--- config.mk ---
export PLATFORM = sky130hd
export DESIGN_NAME = uart_tx
export DESIGN_NICKNAME = d
export VERILOG_FILES = /design/src/rtl/uart_tx.sv
export SDC_FILE = /design/constraint.sdc
export NUM_CORES = 1
export LEC_CHECK = 0
export CORE_ASPECT_RATIO = 1.75
export CORE_MARGIN = 5
export CORE_UTILIZATION = 48
export CTS_CLUSTER_DIAMETER = 50
export DETAILED_ROUTE_END_ITERATION = 6
export GPL_TIMING_DRIVEN = 0
export PLACE_DENSITY_LB_ADDON = 0.1
export SLEW_MARGIN = 10
export SYNTH_ARGS = -nofsm -noshare
export SYNTH_HDL_FRONTEND = slang
export SYNTH_SLANG_ARGS = --single-unit
--- constraint.sdc ---
create_clock -name clk -period 2.35 [get_ports clk]
set_input_delay 0.705 -clock clk [delete_from_list [all_inputs] [get_ports clk]]
set_output_delay 0.705 -clock clk [all_outputs]
set_load 0.05 [all_outputs]
--- src/rtl/uart_tx.sv ---
`timescale 1ns/1ps
// uart_tx: UART transmitter, 8N1 frames (start, 8 data bits LSB first, stop).
// Bit period matches uart_rx: CLK_PER_BIT = (CLK_FREQ + BAUD) / BAUD - 1.
// Optional build macro UART_TX_PARITY_EN inserts an even-parity bit (8E1).
// Port list is identical in both builds.
module uart_tx #(
  parameter int  CLK_FREQ    = 50000000,
  parameter int  BAUD        = 500000,
  localparam int CLK_PER_BIT = (CLK_FREQ + BAUD) / BAUD - 1,
  localparam int CTR_SIZE    = $clog2(CLK_PER_BIT)
) (
  input  logic       clk,
  input  logic       rst,
  output logic       tx,
  input  logic       block,
  output logic       busy,
  input  logic [7:0] data,
  input  logic       new_data
);

  localparam logic [CTR_SIZE-1:0] CTR_LAST = CTR_SIZE'(CLK_PER_BIT - 1);

  typedef enum logic [2:0] {
    S_IDLE   = 3'd0,
    S_START  = 3'd1,
    S_DATA   = 3'd2,
    S_PARITY = 3'd3,
    S_STOP   = 3'd4
  } state_t;

  state_t              r_state;
  logic [CTR_SIZE-1:0] r_ctr;
  logic [2:0]          r_bit_ctr;
  logic [7:0]          r_shift;
  logic                r_tx;
  logic                r_busy;
  logic                r_block_q;
`ifdef UART_TX_PARITY_EN
  logic                r_parity;
`endif

  assign tx   = r_tx;
  assign busy = r_busy;

  // Frame sequencer with registered tx/busy. busy is loaded with the value
  // (next_state != IDLE) | block, i.e. what (state != IDLE) | block_q will be
  // after this edge, so it drops on the same edge the stop bit ends.
  always_ff @(posedge clk) begin
    if (rst) begin
      r_state   <= S_IDLE;
      r_tx      <= 1'b1;
      r_busy    <= 1'b0;
      r_ctr     <= '0;
      r_bit_ctr <= '0;
      r_block_q <= 1'b0;
    end else begin
      r_block_q <= block;
      case (r_state)
        S_IDLE: begin
          r_tx      <= 1'b1;
          r_ctr     <= '0;
          r_bit_ctr <= '0;
          r_busy    <= block;
          // Requests while block_q is high are dropped, not queued.
          if (!r_block_q && new_data) begin
            r_shift  <= data;
`ifdef UART_TX_PARITY_EN
            r_parity <= ^data;
`endif
            r_state  <= S_START;
            r_tx     <= 1'b0;
            r_busy   <= 1'b1;
          end
        end

        S_START: begin
          r_busy <= 1'b1;
          if (r_ctr == CTR_LAST) begin
            r_ctr   <= '0;
            r_state <= S_DATA;
            r_tx    <= r_shift[0];
          end else begin
            r_ctr <= r_ctr + 1'b1;
          end
        end

        S_DATA: begin
          r_busy <= 1'b1;
          if (r_ctr == CTR_LAST) begin
            r_ctr     <= '0;
            r_shift   <= r_shift >> 1;
            r_bit_ctr <= r_bit_ctr + 1'b1;
            if (r_bit_ctr == 3'd7) begin
`ifdef UART_TX_PARITY_EN
              r_state <= S_PARITY;
              r_tx    <= r_parity;
`else
              r_state <= S_STOP;
              r_tx    <= 1'b1;
`endif
            end else begin
              // Next bit is shift[1] since the shift happens on this edge.
              r_tx <= r_shift[1];
            end
          end else begin
            r_ctr <= r_ctr + 1'b1;
          end
        end

`ifdef UART_TX_PARITY_EN
        S_PARITY: begin
          r_busy <= 1'b1;
          if (r_ctr == CTR_LAST) begin
            r_ctr   <= '0;
            r_state <= S_STOP;
            r_tx    <= 1'b1;
          end else begin
            r_ctr <= r_ctr + 1'b1;
          end
        end
`endif

        S_STOP: begin
          r_tx <= 1'b1;
          if (r_ctr == CTR_LAST) begin
            r_ctr   <= '0;
            r_state <= S_IDLE;
            r_busy  <= block;
          end else begin
            r_ctr  <= r_ctr + 1'b1;
            r_busy <= 1'b1;
          end
        end

        default: begin
          r_state   <= S_IDLE;
          r_tx      <= 1'b1;
          r_ctr     <= '0;
          r_bit_ctr <= '0;
          r_busy    <= block;
        end
      endcase
    end
  end

endmodule

* Word-level counts from Yosys, hierarchy flattened
Cells that the tools add are included.
** Word-level totals
- Flip-flop bits (word level) :: 24
** Cells by class
- Reductions and logical operators :: 12
- Eq/ne operators :: 10
- Mux-type cells :: 19
- Bitwise operators :: 3
- Add/sub/neg operators :: 2
** Operator list (count)
- two-way mux 3 bit :: 6
- two-way mux 8 bit :: 2
- case mux 8 bit (2 select lines) :: 1
- case mux 3 bit (4 select lines) :: 1
- != test 2 bit, second input constant :: 5
- adder 7 x 1 -> 7 bit, second input constant :: 1
- equality test 7 bit, second input constant :: 1
- equality test 3 bit, second input constant :: 2
- two-way mux 1 bit :: 6
- case mux 1 bit (3 select lines) :: 2
- case mux 3 bit (2 select lines) :: 1
- OR reduction 3 bit :: 2
- AND reduction 5 bit :: 1
- AND reduction 2 bit :: 2
- AND reduction 4 bit :: 1
- OR reduction 2 bit :: 2
- adder 3 x 1 -> 3 bit, second input constant :: 1
- equality test 3 x 1 -> 1 bit, second input constant :: 1
- equality test 3 x 2 -> 1 bit, second input constant :: 1
- zero test 3 bit :: 1
- NOT 1 bit :: 3
- nonzero test 2 bit :: 1
- logical AND 1 bit :: 1
- zero test 1 bit :: 1

* Longest topological paths before layout
- Depth after elaboration :: 4
- Depth in mapped cells :: 5

* Worst setup path after synthesis
OpenSTA, ideal clock, no wires.
- Kind :: register to register
- From :: register r_ctr[0]
- To :: register r_shift[0], enable pin
- Stages on the path, launching flop included :: 6
- Setup slack :: 0.171 ns
- Data arrival time :: 1.795 ns
- Setup time :: 0.384 ns
- Data required time :: 1.966 ns
- Period minus slack after synthesis :: 2.179 ns
- Cell sequence :: dfxtp_1 > ha_1 > nand4b_4 > nor3_4 > nand2_2 > a2111oi_2
** Between the ends
- Cells in the longest elaborated chain, start to end :: 3
** Ends and longest elaborated chain
- from (decl) :: line 32 : logic [CTR_SIZE-1:0] r_ctr;
- from (signal assigned) :: line 83 : r_ctr <= r_ctr + 1'b1;
- from (signal assigned) :: line 106 : r_ctr <= r_ctr + 1'b1;
- from (signal assigned) :: line 130 : r_ctr <= r_ctr + 1'b1;
- equality test 7 bit :: line 89 : if (r_ctr == CTR_LAST) begin
- != test 2 bit (no line)
- AND reduction 4 bit (no line)
- to (signal assigned) :: line 66 : r_shift <= data;
- to (signal assigned) :: line 91 : r_shift <= r_shift >> 1;
- to (decl) :: line 34 : logic [7:0] r_shift;
No other way between the ends.
A chain may end at the register's enable or synchronous reset.

* Final worst setup path
- From :: input port new_data
- To :: register r_shift[3], enable pin
** Between the ends
- Cells in the longest elaborated chain, start to end :: 3
** Ends and longest elaborated chain
- from (decl) :: line 18 : input logic new_data
- logical AND 1 bit :: line 65 : if (!r_block_q && new_data) begin
- != test 2 bit (no line)
- AND reduction 4 bit (no line)
No other way between the ends.

==> results.cfg <==
[clocking]
htreeDepth = 1
numCtsBuffers = 3
insertion_delay_ns = 0.27
ctsHoldBuffers = 0
cts_sinks = 24
cts_root_buf = clkbuf_8
cts_tree = built
clk_pin_slew_ns = 0.08
cts_buffer_depth = 2

[worst_setup_path]
cp_slowest_cell = clkdlybuf4s50_1
cp_max_fo = 8
critPathKind = in -> reg
cp_data_arrival_time_ns = 2.16
critPathCaptureType = flip-flop
cp_top_family = buffers and inverters
start_kind = input pin
crit_buf_inv = 2
critical-path-max-stage-delay_ns = 0.46
worstPathRequired_ns = 2.33
path_cells = clkdlybuf4s50_1, or3b_1, a2111oi_4, buf_4

[timing]
finalMaxSlewViolations = 0
finClkSkew_ns = 0.00912
setup_viol = 0
max_clock_freq_mhz = 458
hold_viol = 0
final.min_clock_period_ns = 2.18
timing.final.crit_share = 0.929
rsz0062_at_grt = no
hold_ws_ns = 0.443
fin_tns_setup_ns = 0
worst_pin_slew_ns = 0.585
relSlewSlack = 0.609
fin_ws_ns = 0.166

[grt]
grt_pass1_vias = 927
gr-total-overflow = 0
globalRouteTotalUtil = 0.147
grt_start_max_net_pins = 14
grt_antenna_before_repair = 0
grt_pass1_wl_um = 3950

[pwr]
total_power_mw = 0.812
power_per_cell_area_nw_per_um2 = 572
ir_drop_uv = 379
leakagePower_nw = 0.551

[routing]
drt_iter0_drc = 40
via_per_inst = 5.76
wl_per_cell_um = 14.9
vias = 875
ant_nets = 0
wl_um = 2270
route.detailed.drc = 0
first_pass_iters = 4

[cells_and_area]
final_area_um2 = 1420
diodes = 0
fillers = 199
drive_gt1_frac = 0.126
layout.nets = 143
syn2layout_area_growth_pct = 20.0

[die]
die_area_um2 = 3600
io_pins = 14
start_util = 0.508
die_h_um = 75.7
num_rows = 23
core_area_um2 = 2330
fp.dieW_um = 47.5

[status]
status = complete, no violations

[yosys]
syn_area_um2 = 1180
synth_area_leaders = dfxtp_1, edfxtp_1, mux2_1
synth_cells = 109
async_flop_share = 0
ys_seq_area_frac = 0.474
avgSynthCellArea_um2 = 10.9
synth_top_area_share = 0.271
synth-edff-count = 8
synth-seq-cells = 24
syn-num-nets = 124
yosys_warnings = 0
synth_area_leader_cell = dfxtp_1
ys_types = 40
ys.flop_type = dfxtp_1

[placement]
hpwl_um = 1760
post-place-ws_ns = -0.506
place_congestion = 0.752
port_buffers = 13
post_dp_cell_area_um2 = 1350

[worst_hold_path]
hp-class = reg -> reg

[flow_run]
drv_cap = 0
## sequential cells by signal, summed over array words and instances (netlist names)
signal and cells:
r_shift 8, r_ctr 7, r_bit_ctr 3, r_state 3
busy 1, r_block_q 1, tx 1
## cell families after synthesis
family                     share of synthesized area
and+or+nand+nor                                0.223
DFF                                            0.474
AOI/OAI and AO/OA                              0.100
muxes                                          0.100
buffers and inverters                         0.0264
xor gates and xnor gates                      0.0444
adders and majority gates                     0.0317
## worst reg2reg max path: stages (launching register included)
cell,delay (ns)
dfxtp_1,0.35
ha_1,0.26
nand4b_4,0.14
nor3_4,0.37
nand2_2,0.12
a2111oi_4,0.29
buf_4,0.22
## layout make-up
type	count	area, µm²	share of cell area
timing repair buffer	14	138	0.0969
inverter	2	7.51	0.00529
multi-input combinational	78	604	0.426
clock buffer	4	55.1	0.0388
sequential	24	561	0.395
buffer	5	23.8	0.0167
tap	25	31.3	0.0220
## timing repair
action | CTS | global route
gates resized for setup | 1 | 0
endpoints found under the hold margin | 0 | 0
gates cloned | 0 | 0
setup endpoints to repair | 8 | 8
buffers inserted | 0 | 1
pin swaps | 0 | 1
## power by group
group / leakage (nW) / internal (mW) / switching [mW]
clock: 0.0288 / 0.150 / 0.133
combinational: 0.319 / 0.0419 / 0.0431
sequential: 0.204 / 0.440 / 0.00389
total: 0.551 / 0.632 / 0.180
## cell usage after synthesis, drive strengths merged, types with 2 or more instances
| cell | instances |
|---|---|
| inv | 2 |
| o21ai | 3 |
| or3 | 2 |
| xor2 | 3 |
| a21oi | 5 |
| nor2 | 9 |
| or3b | 2 |
| nor4 | 3 |
| nand3 | 4 |
| nor2b | 2 |
| nor3 | 2 |
| mux2 | 7 |
| edfxtp | 8 |
| nand2b | 2 |
| mux2i | 4 |
| and3 | 2 |
| dfxtp | 16 |
| buf | 4 |
| nand2 | 8 |
| xnor2 | 3 |
| ha | 3 |
## metal layers
layer | part of all wire | track usage | up-vias
met5 | 0 | 0 | -
met4 | 0.0093 | 0.0509 | 0
met3 | 0.032 | 0.0236 | 4
met2 | 0.56 | 0.267 | 10
met1 | 0.40 | 0.166 | 426
li1 | - | - | 435
## stage by stage
stage / instances / util
CTS: 151 / 0.606
global placement: 147 / 0.577
detailed placement: 147 / 0.577
global route: 152 / 0.609
floorplan: 109 / -
finish: 152 / 0.609
## cell usage in the layout, fill, tap and decap left out, types with 2 or more instances in the layout
| cell type | instances |
|---|---|
| mux2i_1 | 4 |
| inv_1 | 2 |
| clkdlybuf4s50_1 | 13 |
| nand2_1 | 7 |
| a21oi_1 | 5 |
| nor2_1 | 8 |
| edfxtp_1 | 8 |
| dfxtp_1 | 16 |
| ha_1 | 3 |
| and3_1 | 2 |
| xnor2_1 | 3 |
| buf_2 | 4 |
| nand2b_1 | 2 |
| nor4_1 | 3 |
| o21ai_1 | 3 |
| clkbuf_8 | 4 |
| nor2b_1 | 2 |
| or3b_1 | 2 |
| nand3_1 | 4 |
| mux2_1 | 7 |
| xor2_1 | 3 |
## final timing paths
| check | cells after the start | end | slack [ns] | startpoint |
|---|---|---|---|---|
| max | 4 | r_shift[3] | 0.17 | new_data |
| min | 1 | r_ctr[0] | 0.44 | r_ctr[0] |
| max reg2reg | 6 | r_shift[3] | 0.32 | r_ctr[0] |
| min reg2reg | 1 | r_ctr[0] | 0.44 | r_ctr[0] |
No activity file was read; power rests on OpenSTA's default activity.
